<file path="src/rtl/core_cache_pkg.sv">
// ----------------------------------------------------------------------------
// core_cache_pkg
// Shared types and default widths for the cache/memory arbitration slice.
//   arb_state_t : arbiter FSM states (IDLE, CMD, RDWAIT)
//   ARB_AW      : default memory word-address width
//   ARB_DW      : default line data width
//   ARB_BW      : default byte-enable width
// ----------------------------------------------------------------------------
package core_cache_pkg;

    localparam int ARB_AW = 26;
    localparam int ARB_DW = 128;
    localparam int ARB_BW = 4;

    typedef enum logic [1:0] {
        IDLE   = 2'd0,
        CMD    = 2'd1,
        RDWAIT = 2'd2
    } arb_state_t;

endpackage

</file>
<file path="src/rtl/core_rr_arb2.sv">
// ----------------------------------------------------------------------------
// core_rr_arb2
// Two-way round-robin grant selection, purely combinational.
//   req[1:0] in  : request per port
//   last     in  : port that completed the most recent transaction
//   grant    out : selected port (valid when any_req is 1)
//   any_req  out : at least one port is requesting
// A lone requester always wins; on a tie the port that was not served last
// wins, so two busy masters alternate.
// ----------------------------------------------------------------------------
module core_rr_arb2 (
    input  logic [1:0] req,
    input  logic       last,
    output logic       grant,
    output logic       any_req
);

    assign any_req = req[0] | req[1];

    // Tie-break on the opposite of the last served port.
    always_comb begin
        grant = 1'b0;
        case (req)
            2'b01:   grant = 1'b0;
            2'b10:   grant = 1'b1;
            2'b11:   grant = ~last;
            default: grant = 1'b0;
        endcase
    end

endmodule

</file>
<file path="src/rtl/core_cache_mem_arbiter.sv">
// ----------------------------------------------------------------------------
// core_cache_mem_arbiter
// Shares one line-granular memory port between two cache masters
// (port 0 = icache, port 1 = dcache). Round-robin arbitration, a single
// transaction in flight, read data steered to the issuing master.
//
// Ports
//   clk, rst_n                     clock, asynchronous active-low reset
//   i_sN_addr/byte_en/writedata    master N command (N = 0, 1)
//   i_sN_read/i_sN_write           master N strobes, held until !o_sN_waitrequest
//   o_sN_readdata                  memory read line, broadcast to both masters
//   o_sN_readdata_valid            read line valid, only to the owning master
//   o_sN_waitrequest               stall to master N
//   o_m_addr/byte_en/writedata     muxed command to memory
//   o_m_read/o_m_write             memory strobes
//   i_m_readdata/_valid            memory read line and its strobe
//   i_m_waitrequest                memory command stall
//   o_busy                         FSM not idle
//   o_err                          sticky: read data arrived outside RDWAIT
//   cnt_stall0/1                   cycles master N requested while stalled
// ----------------------------------------------------------------------------
module core_cache_mem_arbiter
    import core_cache_pkg::*;
#(
    parameter int AW = ARB_AW,
    parameter int DW = ARB_DW,
    parameter int BW = ARB_BW
) (
    input  logic          clk,
    input  logic          rst_n,

    input  logic [AW-1:0] i_s0_addr,
    input  logic [BW-1:0] i_s0_byte_en,
    input  logic [DW-1:0] i_s0_writedata,
    input  logic          i_s0_read,
    input  logic          i_s0_write,
    output logic [DW-1:0] o_s0_readdata,
    output logic          o_s0_readdata_valid,
    output logic          o_s0_waitrequest,

    input  logic [AW-1:0] i_s1_addr,
    input  logic [BW-1:0] i_s1_byte_en,
    input  logic [DW-1:0] i_s1_writedata,
    input  logic          i_s1_read,
    input  logic          i_s1_write,
    output logic [DW-1:0] o_s1_readdata,
    output logic          o_s1_readdata_valid,
    output logic          o_s1_waitrequest,

    output logic [AW-1:0] o_m_addr,
    output logic [BW-1:0] o_m_byte_en,
    output logic [DW-1:0] o_m_writedata,
    output logic          o_m_read,
    output logic          o_m_write,
    input  logic [DW-1:0] i_m_readdata,
    input  logic          i_m_readdata_valid,
    input  logic          i_m_waitrequest,

    output logic          o_busy,
    output logic          o_err,
    output logic [31:0]   cnt_stall0,
    output logic [31:0]   cnt_stall1
);

    arb_state_t    state;
    arb_state_t    state_nxt;
    logic          grant;
    logic          grant_nxt;
    logic          last;
    logic          last_nxt;
    logic          err_set;

    logic [1:0]    req;
    logic          arb_grant;
    logic          arb_any;

    logic          g_read;
    logic          g_write;
    logic [AW-1:0] g_addr;
    logic [BW-1:0] g_byte_en;
    logic [DW-1:0] g_writedata;

    assign req[0] = i_s0_read | i_s0_write;
    assign req[1] = i_s1_read | i_s1_write;

    core_rr_arb2 u_rr_arb (
        .req     (req),
        .last    (last),
        .grant   (arb_grant),
        .any_req (arb_any)
    );

    // Read data is broadcast; only the valid strobe is steered.
    assign o_s0_readdata = i_m_readdata;
    assign o_s1_readdata = i_m_readdata;
    assign o_busy        = (state != IDLE);

    // Command of the currently granted master.
    always_comb begin
        g_read      = grant ? i_s1_read      : i_s0_read;
        g_write     = grant ? i_s1_write     : i_s0_write;
        g_addr      = grant ? i_s1_addr      : i_s0_addr;
        g_byte_en   = grant ? i_s1_byte_en   : i_s0_byte_en;
        g_writedata = grant ? i_s1_writedata : i_s0_writedata;
    end

    // Next-state and output decode. Masters are always stalled except the
    // granted one in CMD, which sees the memory stall directly. A read that
    // is presented together with a write takes precedence. Read data that
    // shows up while no read is outstanding is discarded and flagged.
    always_comb begin
        state_nxt           = state;
        grant_nxt           = grant;
        last_nxt            = last;
        err_set             = 1'b0;
        o_m_read            = 1'b0;
        o_m_write           = 1'b0;
        o_m_addr            = '0;
        o_m_byte_en         = '0;
        o_m_writedata       = '0;
        o_s0_waitrequest    = 1'b1;
        o_s1_waitrequest    = 1'b1;
        o_s0_readdata_valid = 1'b0;
        o_s1_readdata_valid = 1'b0;

        case (state)
            IDLE: begin
                err_set = i_m_readdata_valid;
                if (arb_any) begin
                    grant_nxt = arb_grant;
                    state_nxt = CMD;
                end
            end

            CMD: begin
                err_set       = i_m_readdata_valid;
                o_m_addr      = g_addr;
                o_m_byte_en   = g_byte_en;
                o_m_writedata = g_writedata;
                o_m_read      = g_read;
                o_m_write     = g_write & ~g_read;
                if (grant) begin
                    o_s1_waitrequest = i_m_waitrequest;
                end else begin
                    o_s0_waitrequest = i_m_waitrequest;
                end
                if (!g_read && !g_write) begin
                    // Master withdrew its request; nothing reached memory.
                    state_nxt = IDLE;
                end else if (!i_m_waitrequest) begin
                    if (g_read) begin
                        state_nxt = RDWAIT;
                    end else begin
                        last_nxt  = grant;
                        state_nxt = IDLE;
                    end
                end
            end

            RDWAIT: begin
                if (i_m_readdata_valid) begin
                    if (grant) begin
                        o_s1_readdata_valid = 1'b1;
                    end else begin
                        o_s0_readdata_valid = 1'b1;
                    end
                    last_nxt  = grant;
                    state_nxt = IDLE;
                end
            end

            default: begin
                state_nxt = IDLE;
            end
        endcase
    end

    // State, grant and fairness history. last resets to 1 so port 0 wins
    // the first tie after reset.
    always_ff @(posedge clk or negedge rst_n) begin
        if (!rst_n) begin
            state <= IDLE;
            grant <= 1'b0;
            last  <= 1'b1;
        end else begin
            state <= state_nxt;
            grant <= grant_nxt;
            last  <= last_nxt;
        end
    end

    // Sticky error flag, cleared only by reset.
    always_ff @(posedge clk or negedge rst_n) begin
        if (!rst_n) begin
            o_err <= 1'b0;
        end else if (err_set) begin
            o_err <= 1'b1;
        end
    end

    // Stall counters for the performance registers; they wrap naturally.
    always_ff @(posedge clk or negedge rst_n) begin
        if (!rst_n) begin
            cnt_stall0 <= '0;
            cnt_stall1 <= '0;
        end else begin
            if (req[0] && o_s0_waitrequest) begin
                cnt_stall0 <= cnt_stall0 + 32'd1;
            end
            if (req[1] && o_s1_waitrequest) begin
                cnt_stall1 <= cnt_stall1 + 32'd1;
            end
        end
    end

endmodule

</file>
<file path="config.mk">
export PLATFORM = sky130hd
export DESIGN_NAME = core_cache_mem_arbiter
export DESIGN_NICKNAME = d
export VERILOG_FILES = /design/src/rtl/core_cache_pkg.sv /design/src/rtl/core_rr_arb2.sv /design/src/rtl/core_cache_mem_arbiter.sv
export SDC_FILE = /design/constraint.sdc
export NUM_CORES = 1
export LEC_CHECK = 0
export BUFFER_PORTS_ARGS = -buffer_cell sky130_fd_sc_hd__buf_2
export CAP_MARGIN = 25
export CORE_AREA = 2 2 362 364
export CTS_CLUSTER_SIZE = 10
export DETAILED_ROUTE_END_ITERATION = 10
export DIE_AREA = 0 0 364 366
export PLACE_DENSITY = 0.3
export SETUP_SLACK_MARGIN = 0.4
export SLEW_MARGIN = 20
export SYNTH_ARGS = -nofsm -noshare
export SYNTH_HDL_FRONTEND = slang
export SYNTH_SLANG_ARGS = --single-unit
</file>
<file path="constraint.sdc">
create_clock -name clk -period 3.3 [get_ports clk]
set_input_delay 0.165 -clock clk [delete_from_list [all_inputs] [get_ports clk]]
set_output_delay 0.165 -clock clk [all_outputs]
set_load 0.05 [all_outputs]
</file>
# Word-level counts from Yosys, hierarchy flattened
# Index checks and enable logic that the tools add are counted.
totals:
  register_bits: 69
  inputBits: 452
  out_inout_bits: 486
  wordCells: 69
op_classes:
  addsub: 2
  eq_ne: 10
  mux: 33
  bitwise_logic: 6
  reduce_logical: 12
ops:
  columns: ["op", "count"]
  rows:
  - ["$mux 128", 2]
  - ["$add 32x1->32 const B", 2]
  - ["$mux 26", 2]
  - ["$mux 1", 19]
  - ["$mux 2", 5]
  - ["$ne 2x2->1 const B", 5]
  - ["$mux 4", 2]
  - ["$eq 2x2->1 const B", 3]
  - ["$pmux 2 s3", 1]
  - ["$reduce_and 5->1", 1]
  - ["$pmux 1 s2", 2]
  - ["$reduce_bool 2->1", 2]
  - ["$logic_and 1x1->1", 3]
  - ["$ne 3x3->1 const B", 1]
  - ["$or 1x1->1", 3]
  - ["$reduce_and 3->1", 1]
  - ["$eq 2x1->1 const B", 1]
  - ["$logic_not 1->1", 2]
  - ["$logic_not 2->1", 1]
  - ["$not 1->1", 2]
  - ["$reduce_and 2->1", 1]
  - ["$reduce_or 2->1", 1]
  - ["$and 1x1->1", 1]

# Longest topological paths before layout
# Gate-level depths: netlist (run 1).
logic_depth:
  ltp_word: 5
  mapped_depth: 7
  mapped_depth_nobuf: 6

# Modules after synthesis
# A second synthesis (run 1) with hierarchy kept.
hier_totals:
  hier_cells: 928
  hier_area_um2: 7604.8
modules_own_cells:
  columns: ["module", "n_inst", "cells_each", "area_per_inst_um2", "seq_area_each_um2"]
  rows:
  - ["core_cache_mem_arbiter", 1, 926, 7591.0, 1727.9]
  - ["core_rr_arb2", 1, 2, 13.8, 0.0]

# Worst setup path after synthesis (run 1)
# OpenSTA, ideal clock, no wires.
synth_timing:
  path_type: "reg-to-reg"
  startpoint: "register state[0]"
  endpoint: "register cnt_stall0[19]"
  setup_time_ns: 0.141
  arrival_ns: 2.350
  required_time_ns: 3.159
  path_slack_ns: 0.810
  path_stages_with_launch: 8
  n_path_buf: 2
  period_less_slack_ns: 2.490
  path_cell_list: "dfrtp_1 buf_2 or4b_2 clkbuf_1 and4_1 nor3b_1 nand4_1 xnor2_1"
synth_between:
  elab_chain_cells: 3
synth_lines:
  columns: ["element", "line_no", "source"]
  rows:
  - ["from (decl)", "core_cache_mem_arbiter.sv:65", "arb_state_t state;"]
  - ["from (signal assigned)", "core_cache_mem_arbiter.sv:186", "state <= state_nxt;"]
  - ["$eq 2x1->1", "core_cache_mem_arbiter.sv:126", "case (state)"]
  - ["$mux 1", "core_cache_mem_arbiter.sv:126", null]
  - ["via o_s0_waitrequest", "core_cache_mem_arbiter.sv:39", "output logic o_s0_waitrequest,"]
  - ["$logic_and 1x1->1", "core_cache_mem_arbiter.sv:207", "if (req[0] && o_s0_waitrequest) begin"]
  - ["to (signal assigned)", "core_cache_mem_arbiter.sv:208", "cnt_stall0 <= cnt_stall0 + 32'd1;"]
  - ["to (decl)", "core_cache_mem_arbiter.sv:61", "output logic [31:0] cnt_stall0,"]
# The timed path passes the listed nets, and every way through them passes these cells.
# A chain may end at the register's enable or synchronous reset.

# Final worst setup path (run 1)
layout_timing:
  startpoint: "register grant"
  endpoint: "output port o_m_byte_en[2]"
layout_between:
  elab_chain_cells: 2
layout_lines:
  columns: ["element", "line_no", "source"]
  rows:
  - ["from (decl)", "core_cache_mem_arbiter.sv:67", "logic grant;"]
  - ["from (signal assigned)", "core_cache_mem_arbiter.sv:187", "grant <= grant_nxt;"]
  - ["$mux 4", "core_cache_mem_arbiter.sv:103", "g_byte_en = grant ? i_s1_byte_en : i_s0_byte_en;"]
  - ["$mux 4", "core_cache_mem_arbiter.sv:126", null]
  - ["to (decl)", "core_cache_mem_arbiter.sv:51", "output logic [BW-1:0] o_m_byte_en,"]
# Every way passes these cells.

==> impl_metrics.env, run 1 <==
export IMPL_crit_end="o_m_byte_en[2]"
export IMPL_r2r_cells=5
export IMPL_p_comb_share_pct=78.9
export IMPL_path_class="flop to output port"
export IMPL_synth_main_ff_cell="dfrtp_1"
export IMPL_coreArea_um2=129000
export IMPL_synth_fp_nets=1342
export IMPL_cts_buffer_depth=2
export IMPL_hold_viol=0
export IMPL_fillers=15300
export IMPL_nets=1627
export IMPL_met2_usage_pct=15.6
export IMPL_clockRootBuffer="clkbuf_16"
export IMPL_dp_slack_ns=0.787
export IMPL_use_met1_pct=10.5
export IMPL_grt_ovfl_total=0
export IMPL_antenna_found_initial=45
export IMPL_synthArstFlopShare_pct=100
export IMPL_dpl_instance_area_um2=10400
export IMPL_path_max_fanout=21
export IMPL_drtPass1Iterations=5
export IMPL_yosys_warnings=0
export IMPL_drt_iter0_markers=306
export IMPL_hold_class="input port to flop"
export IMPL_avgSynthCellArea_um2=8.32
export IMPL_cp_arrival_ns=2.52
export IMPL_crit_path_end_kind="output port"
export IMPL_worstMarginPinSlew_ns=0.848
export IMPL_final_cell_area_um2=10800
export IMPL_relSlewSlack_pct=41.9
export IMPL_cellLeakagePower_nw=5.29
export IMPL_io_buffers=553
export IMPL_p_sw_share_pct=66.9
export IMPL_cts_tree="built"
export IMPL_clk_pin_slew_ns=0.06
export IMPL_setup_ws_ns=0.616
export IMPL_synth_cell_type_count=41
export IMPL_die_area_um2=133000
export IMPL_synth_ff_latch_count=69
export IMPL_period_share_pct=81.3
export IMPL_route_vias_total=7493
export IMPL_cts_resized=0
export IMPL_drc=0
export IMPL_ir_worst_vdd_mv=0.530
export IMPL_grt_pass1_vias=7477
export IMPL_synth_most_common_cell="buf_4"
export IMPL_clkSinkCount=69
export IMPL_p_int_mw=3.57
export IMPL_htree_num_levels=3
export IMPL_gp_congestion=0.904
export IMPL_max_freq_mhz=373
export IMPL_final_max_slew_viol_count=0
export IMPL_postSynthCellCount=888
export IMPL_grt_pass1_wl_um=87000
export IMPL_grt_max_degree=53
export IMPL_fin_crit_ns=2.68
export IMPL_drive_above_1_share_pct=51.1
export IMPL_outcome="finished, final reports clean"
export IMPL_synth_top_cell_area_share_pct=26.0
export IMPL_start_kind="flop"
export IMPL_synth_edf_count=0
export IMPL_regArea_um2=1730
export IMPL_finClkSkew_ns=0.00855
export IMPL_r2r_end="cnt_stall0[19]"
export IMPL_r2r_start="state[0]"
export IMPL_clk_latency_ns=0.35
export IMPL_clkPwrFrac_pct=10.0
export IMPL_p_per_area_nw_per_um2=999
export IMPL_fin_tns_setup_ns=0
export IMPL_seq_area_frac_synth_pct=23.4
export IMPL_synth_area_um2=7390
export IMPL_multi_input_comb_area_um2=3560
export IMPL_die_h_um=366
export IMPL_totalWireLength_um=70800
export IMPL_die_w_um=364
export IMPL_p_sw_mw=7.19
export IMPL_maxCapViolations=0
export IMPL_setup_viol=0
export IMPL_cts_buffers=9
export IMPL_io_pins=938
export IMPL_floorplan_initialDensity_pct=5.73
export IMPL_crit_required_ns=3.13
export IMPL_yosys_area_top_type="buf_4"
export IMPL_routed_via_density=2.56
export IMPL_synth_area_leaders="buf_4, dfrtp_1, mux2i_1"
export IMPL_synth_top_cells_by_count="buf_4, nor2_1, mux2i_1, dfrtp_1, xnor2_1"
export IMPL_avgRoutedWirePerCell_um=24.2
export IMPL_area_delta_synth_final_pct=45.7
export IMPL_rsz0062_at_grt="false"
export IMPL_use_met3_pct=8.02
export IMPL_r2r_setup_slack_ns=0.98
export IMPL_busiest_layer="met2"
export IMPL_rows=132
export IMPL_track_usage_pct=10.1
export IMPL_post_dp_hpwl_um=65200
export IMPL_ant_nets=0
export IMPL_p_total_mw=10.8
export IMPL_p_seq_share_pct=11.0
export IMPL_crit_path_start="grant"
power groups by stage:
stage          Combinational (mW)  Clock (mW)  Sequential (mW)
6_report                     8.49        1.08             1.19
5_1_grt                      8.90        1.16             1.22
4_1_cts                      8.65        1.13             1.20
3_5_place_dp                 8.64           0             1.21
3_3_place_gp                 8.64           0             1.21
2_1_floorplan                6.42           0             1.43
state kept, by name, summed over array words and instances, names as in the netlist:
name        flops
cnt_stall0     32
cnt_stall1     32
state           2
grant           1
last            1
o_err           1
critical path, cell delays in order (launching register included):
cell     delay, ns
dfrtp_4       0.56
buf_4         0.44
mux2i_1       0.77
nor2_1        0.11
buf_2         0.25
stage by stage:
step	cells	hold slack [ns]	utilization [%]
3_3_place_gp	2902	0.259	8.07
4_1_cts	2919	0.0239	8.33
2_1_floorplan	888	-0.131	-
5_1_grt	2924	0.0341	8.34
3_5_place_dp	2902	0.253	8.07
6_report	2925	0.0374	8.34
layout by cell type, fill, tap and decap left out, types with 3 or more instances in the layout:
master / n
nor3_2: 3
diode_2: 5
mux2_2: 4
xor2_1: 20
buf_12: 3
inv_1: 6
xnor2_1: 42
buf_2: 553
nand3_1: 21
mux2i_1: 159
and4_1: 8
and3_1: 6
nand4_1: 15
clkbuf_16: 9
buf_4: 12
dfrtp_1: 67
nand2_1: 23
o21ai_0: 3
nor2_1: 177
nor3_1: 6
and2_1: 4
worst min path at each step:
stage / from / end / slack [ns] / depth (start not counted)
floorplan: rst_n / cnt_stall0[0] / -0.13 / 0
global placement: rst_n / o_err / 0.26 / 2
detailed placement: rst_n / o_err / 0.25 / 2
CTS: i_m_readdata_valid / state[1] / 0.02 / 2
global route: i_m_readdata_valid / state[1] / 0.03 / 2
finish: i_m_readdata_valid / state[1] / 0.04 / 2
area by class of cell:
cell class / instances / area share, %
Antenna cell: 5 / 0.116
Clock inverter: 7 / 0.907
Sequential cell: 69 / 16.1
Clock buffer: 9 / 2.09
Inverter: 6 / 0.209
Multi-Input combinational cell: 517 / 33.1
Timing Repair Buffer: 570 / 27.2
Tap cell: 1742 / 20.2
timing repair:
action	in CTS	in global routing
hold endpoints to repair	68	0
setup endpoints to repair	0	0
hold buffers	1	0
buffers inserted	0	0
kinds of logic (layout without fill, tap and decap cells):
logic type	count (synthesis)	in the layout	share of synthesized area, %
buffers and inverters	302	592	28.5
AND/OR/NAND/NOR	279	279	17.3
multiplexers	163	163	22.2
flip-flops	69	69	23.4
XOR/XNOR	62	62	7.35
AO/OA/AOI/OAI	11	11	0.982
adder cells (fa/ha/maj)	2	2	0.339
other	0	5	0
layer usage:
metal	part of all wire, %	wire, µm	vias to the layer above
li1	-	-	3240
met2	43	30500	784
met4	2.8	2000	34
met3	18	12900	132
met5	0.50	356	-
met1	35	25100	3303
(Power assumes the default switching activity.)
==> run 2, diff against run 1 <==
Settings changed: CORE_AREA 2 2 362 364 to 2 2 363 365, DIE_AREA 0 0 364 366 to 0 0 365 367.
Clock period 3.3 ns to 2.34 ns, I/O delays scaled along.
==> impl_metrics.env, run 2 (synthesis results as in run 1) <==
export IMPL_maxCapViolations=0
export IMPL_critPathSlowestCell="dfrtp_4"
export IMPL_routed_via_density=2.58
export IMPL_maxUsedRoutingLayer="met5"
export IMPL_htree_num_levels=3
export IMPL_floorplan_initialDensity_pct=5.66
export IMPL_fillers=15000
export IMPL_route_vias_total=7906
export IMPL_drive_above_1_share_pct=78.7
export IMPL_grt_ovfl_total=0
export IMPL_grt_pass1_vias=8357
export IMPL_relSlewSlack_pct=63.6
export IMPL_coreArea_um2=130000
export IMPL_cp_depth=7
export IMPL_clockRootBuffer="clkbuf_16"
export IMPL_clkSinkCount=69
export IMPL_drt_met1_wl_um=26400
export IMPL_dpl_instance_area_um2=12300
export IMPL_final_max_slew_viol_count=0
export IMPL_hold_class="input port to flop"
export IMPL_fin_tns_setup_ns=0
export IMPL_cts_buffer_depth=2
export IMPL_final_cell_area_um2=16000
export IMPL_ir_worst_vdd_mv=0.656
export IMPL_hold_viol=0
export IMPL_avgRoutedWirePerCell_um=21.3
export IMPL_worstMarginPinSlew_ns=0.546
export IMPL_wl_met2_um=28400
export IMPL_io_buffers=553
export IMPL_antenna_found_initial=9
export IMPL_critPathMaxStageDelay_ns=0.55
export IMPL_io_pins=938
export IMPL_cellLeakagePower_nw=6.62
export IMPL_dp_cells=2994
export IMPL_totalWireLength_um=65300
export IMPL_crit_top_cell="buf_12"
export IMPL_rsz0062_at_grt="true"
export IMPL_cp_arrival_ns=2.08
export IMPL_crit_path_end_kind="output port"
export IMPL_cpLargestDelayFamily="buffers and inverters"
export IMPL_r2r_cells=7
export IMPL_ant_nets=0
export IMPL_rows=133
export IMPL_max_freq_mhz=456
export IMPL_holdPathStages=4
export IMPL_setup_viol=0
export IMPL_p_total_mw=23.9
export IMPL_drt_iter0_markers=270
export IMPL_regArea_um2=1770
export IMPL_p_per_area_nw_per_um2=1490
export IMPL_post_dp_hpwl_um=54700
export IMPL_cts_tree="built"
export IMPL_met3_length_um=9060
export IMPL_reg_top3="cnt_stall0: 32 flops, cnt_stall1: 32 flops, state: 2 flops"
export IMPL_grt_pass1_wl_um=82700
export IMPL_clk_latency_ns=0.36
export IMPL_finClkSkew_ns=0.0142
export IMPL_multi_input_comb_area_um2=5460
export IMPL_outcome="finished, final reports clean"
export IMPL_start_kind="flop"
export IMPL_layout_common_cells="buf_2, buf_6, nor2_2, buf_12, mux2i_4"
export IMPL_die_h_um=367
export IMPL_grt_max_degree=52
export IMPL_utilization_pct=12.2
export IMPL_crit_chain="buf_4 -> buf_12 -> buf_12 -> buf_16 -> mux2i_1 -> nor2_2 -> buf_12"
export IMPL_layout_cells_non_filler=3067
export IMPL_die_w_um=365
export IMPL_crit_required_ns=2.22
export IMPL_die_area_um2=134000
export IMPL_clk_pin_slew_ns=0.07
export IMPL_fin_crit_ns=2.19
export IMPL_cts_buffers=9
export IMPL_area_delta_synth_final_pct=116
export IMPL_gp_congestion=0.827
export IMPL_drtPass1Iterations=4
export IMPL_period_share_pct=93.8
export IMPL_drc=0
export IMPL_worst_path_buf_inv=5
export IMPL_final_common_cell="buf_2"
export IMPL_track_usage_pct=9.30
export IMPL_path_class="flop to output port"
export IMPL_path_max_fanout=7
export IMPL_antenna_cells=0
export IMPL_nets=1761
run 2: worst paths after layout:
kind / end / startpoint / slack (ns)
max in group asynchronous: last / rst_n / 1.34
worst max-delay path: o_m_writedata[66] / grant / 0.15
worst min-delay path: state[1] / i_m_waitrequest / 0.14
min in group asynchronous: cnt_stall0[7] / rst_n / 0.28
worst min register to register: cnt_stall0[5] / cnt_stall0[5] / 0.47
worst max register to register: cnt_stall0[27] / grant / 0.23
run 2: timing repair:
action,4_1_cts,5_1_grt
hold buffers,2,0
gates cloned,14,1
endpoints found under the hold margin,20,0
pin swaps,33,38
setup endpoints to repair,193,201
buffers inserted,24,16
resized for setup,445,131
run 2: through the flow:
step | setup WS [ns] | hold WS [ns]
2_1_floorplan | 0.221 | -0.179
3_3_place_gp | -0.0555 | 0.156
3_5_place_dp | -0.0299 | 0.142
4_1_cts | 0.105 | 0.128
5_1_grt | 0.104 | 0.189
6_report | 0.146 | 0.140
run 2: area by class of cell:
type / count / share of cell area, %
Clock buffer: 9 / 1.41
Timing Repair Buffer: 704 / 39.0
Clock inverter: 7 / 0.408
Multi-Input combinational cell: 517 / 34.2
Sequential cell: 69 / 11.1
Tap cell: 1755 / 13.8
Inverter: 6 / 0.157
run 2: report_power, final:
| part | leakage, nW | internal [mW] | switching, mW |
|---|---|---|---|
| clock network | 0.140 | 0.744 | 0.632 |
| registers | 0.839 | 1.40 | 0.223 |
| logic | 5.64 | 8.76 | 12.1 |
| total | 6.62 | 10.9 | 13.0 |
run 2: layer usage:
layer,vias up,GRT usage [%]
met4,9,1.78
met2,642,14.3
met1,3644,10.9
met5,-,0.799
met3,71,5.74
li1,3540,-
run 2: worst reg2reg max path, stage by stage (launching register included):
cell,delay (ns)
dfrtp_4,0.55
buf_4,0.17
or4b_4,0.56
and4_4,0.22
nor3b_4,0.16
buf_6,0.14
nand3_1,0.09
xnor2_1,0.13
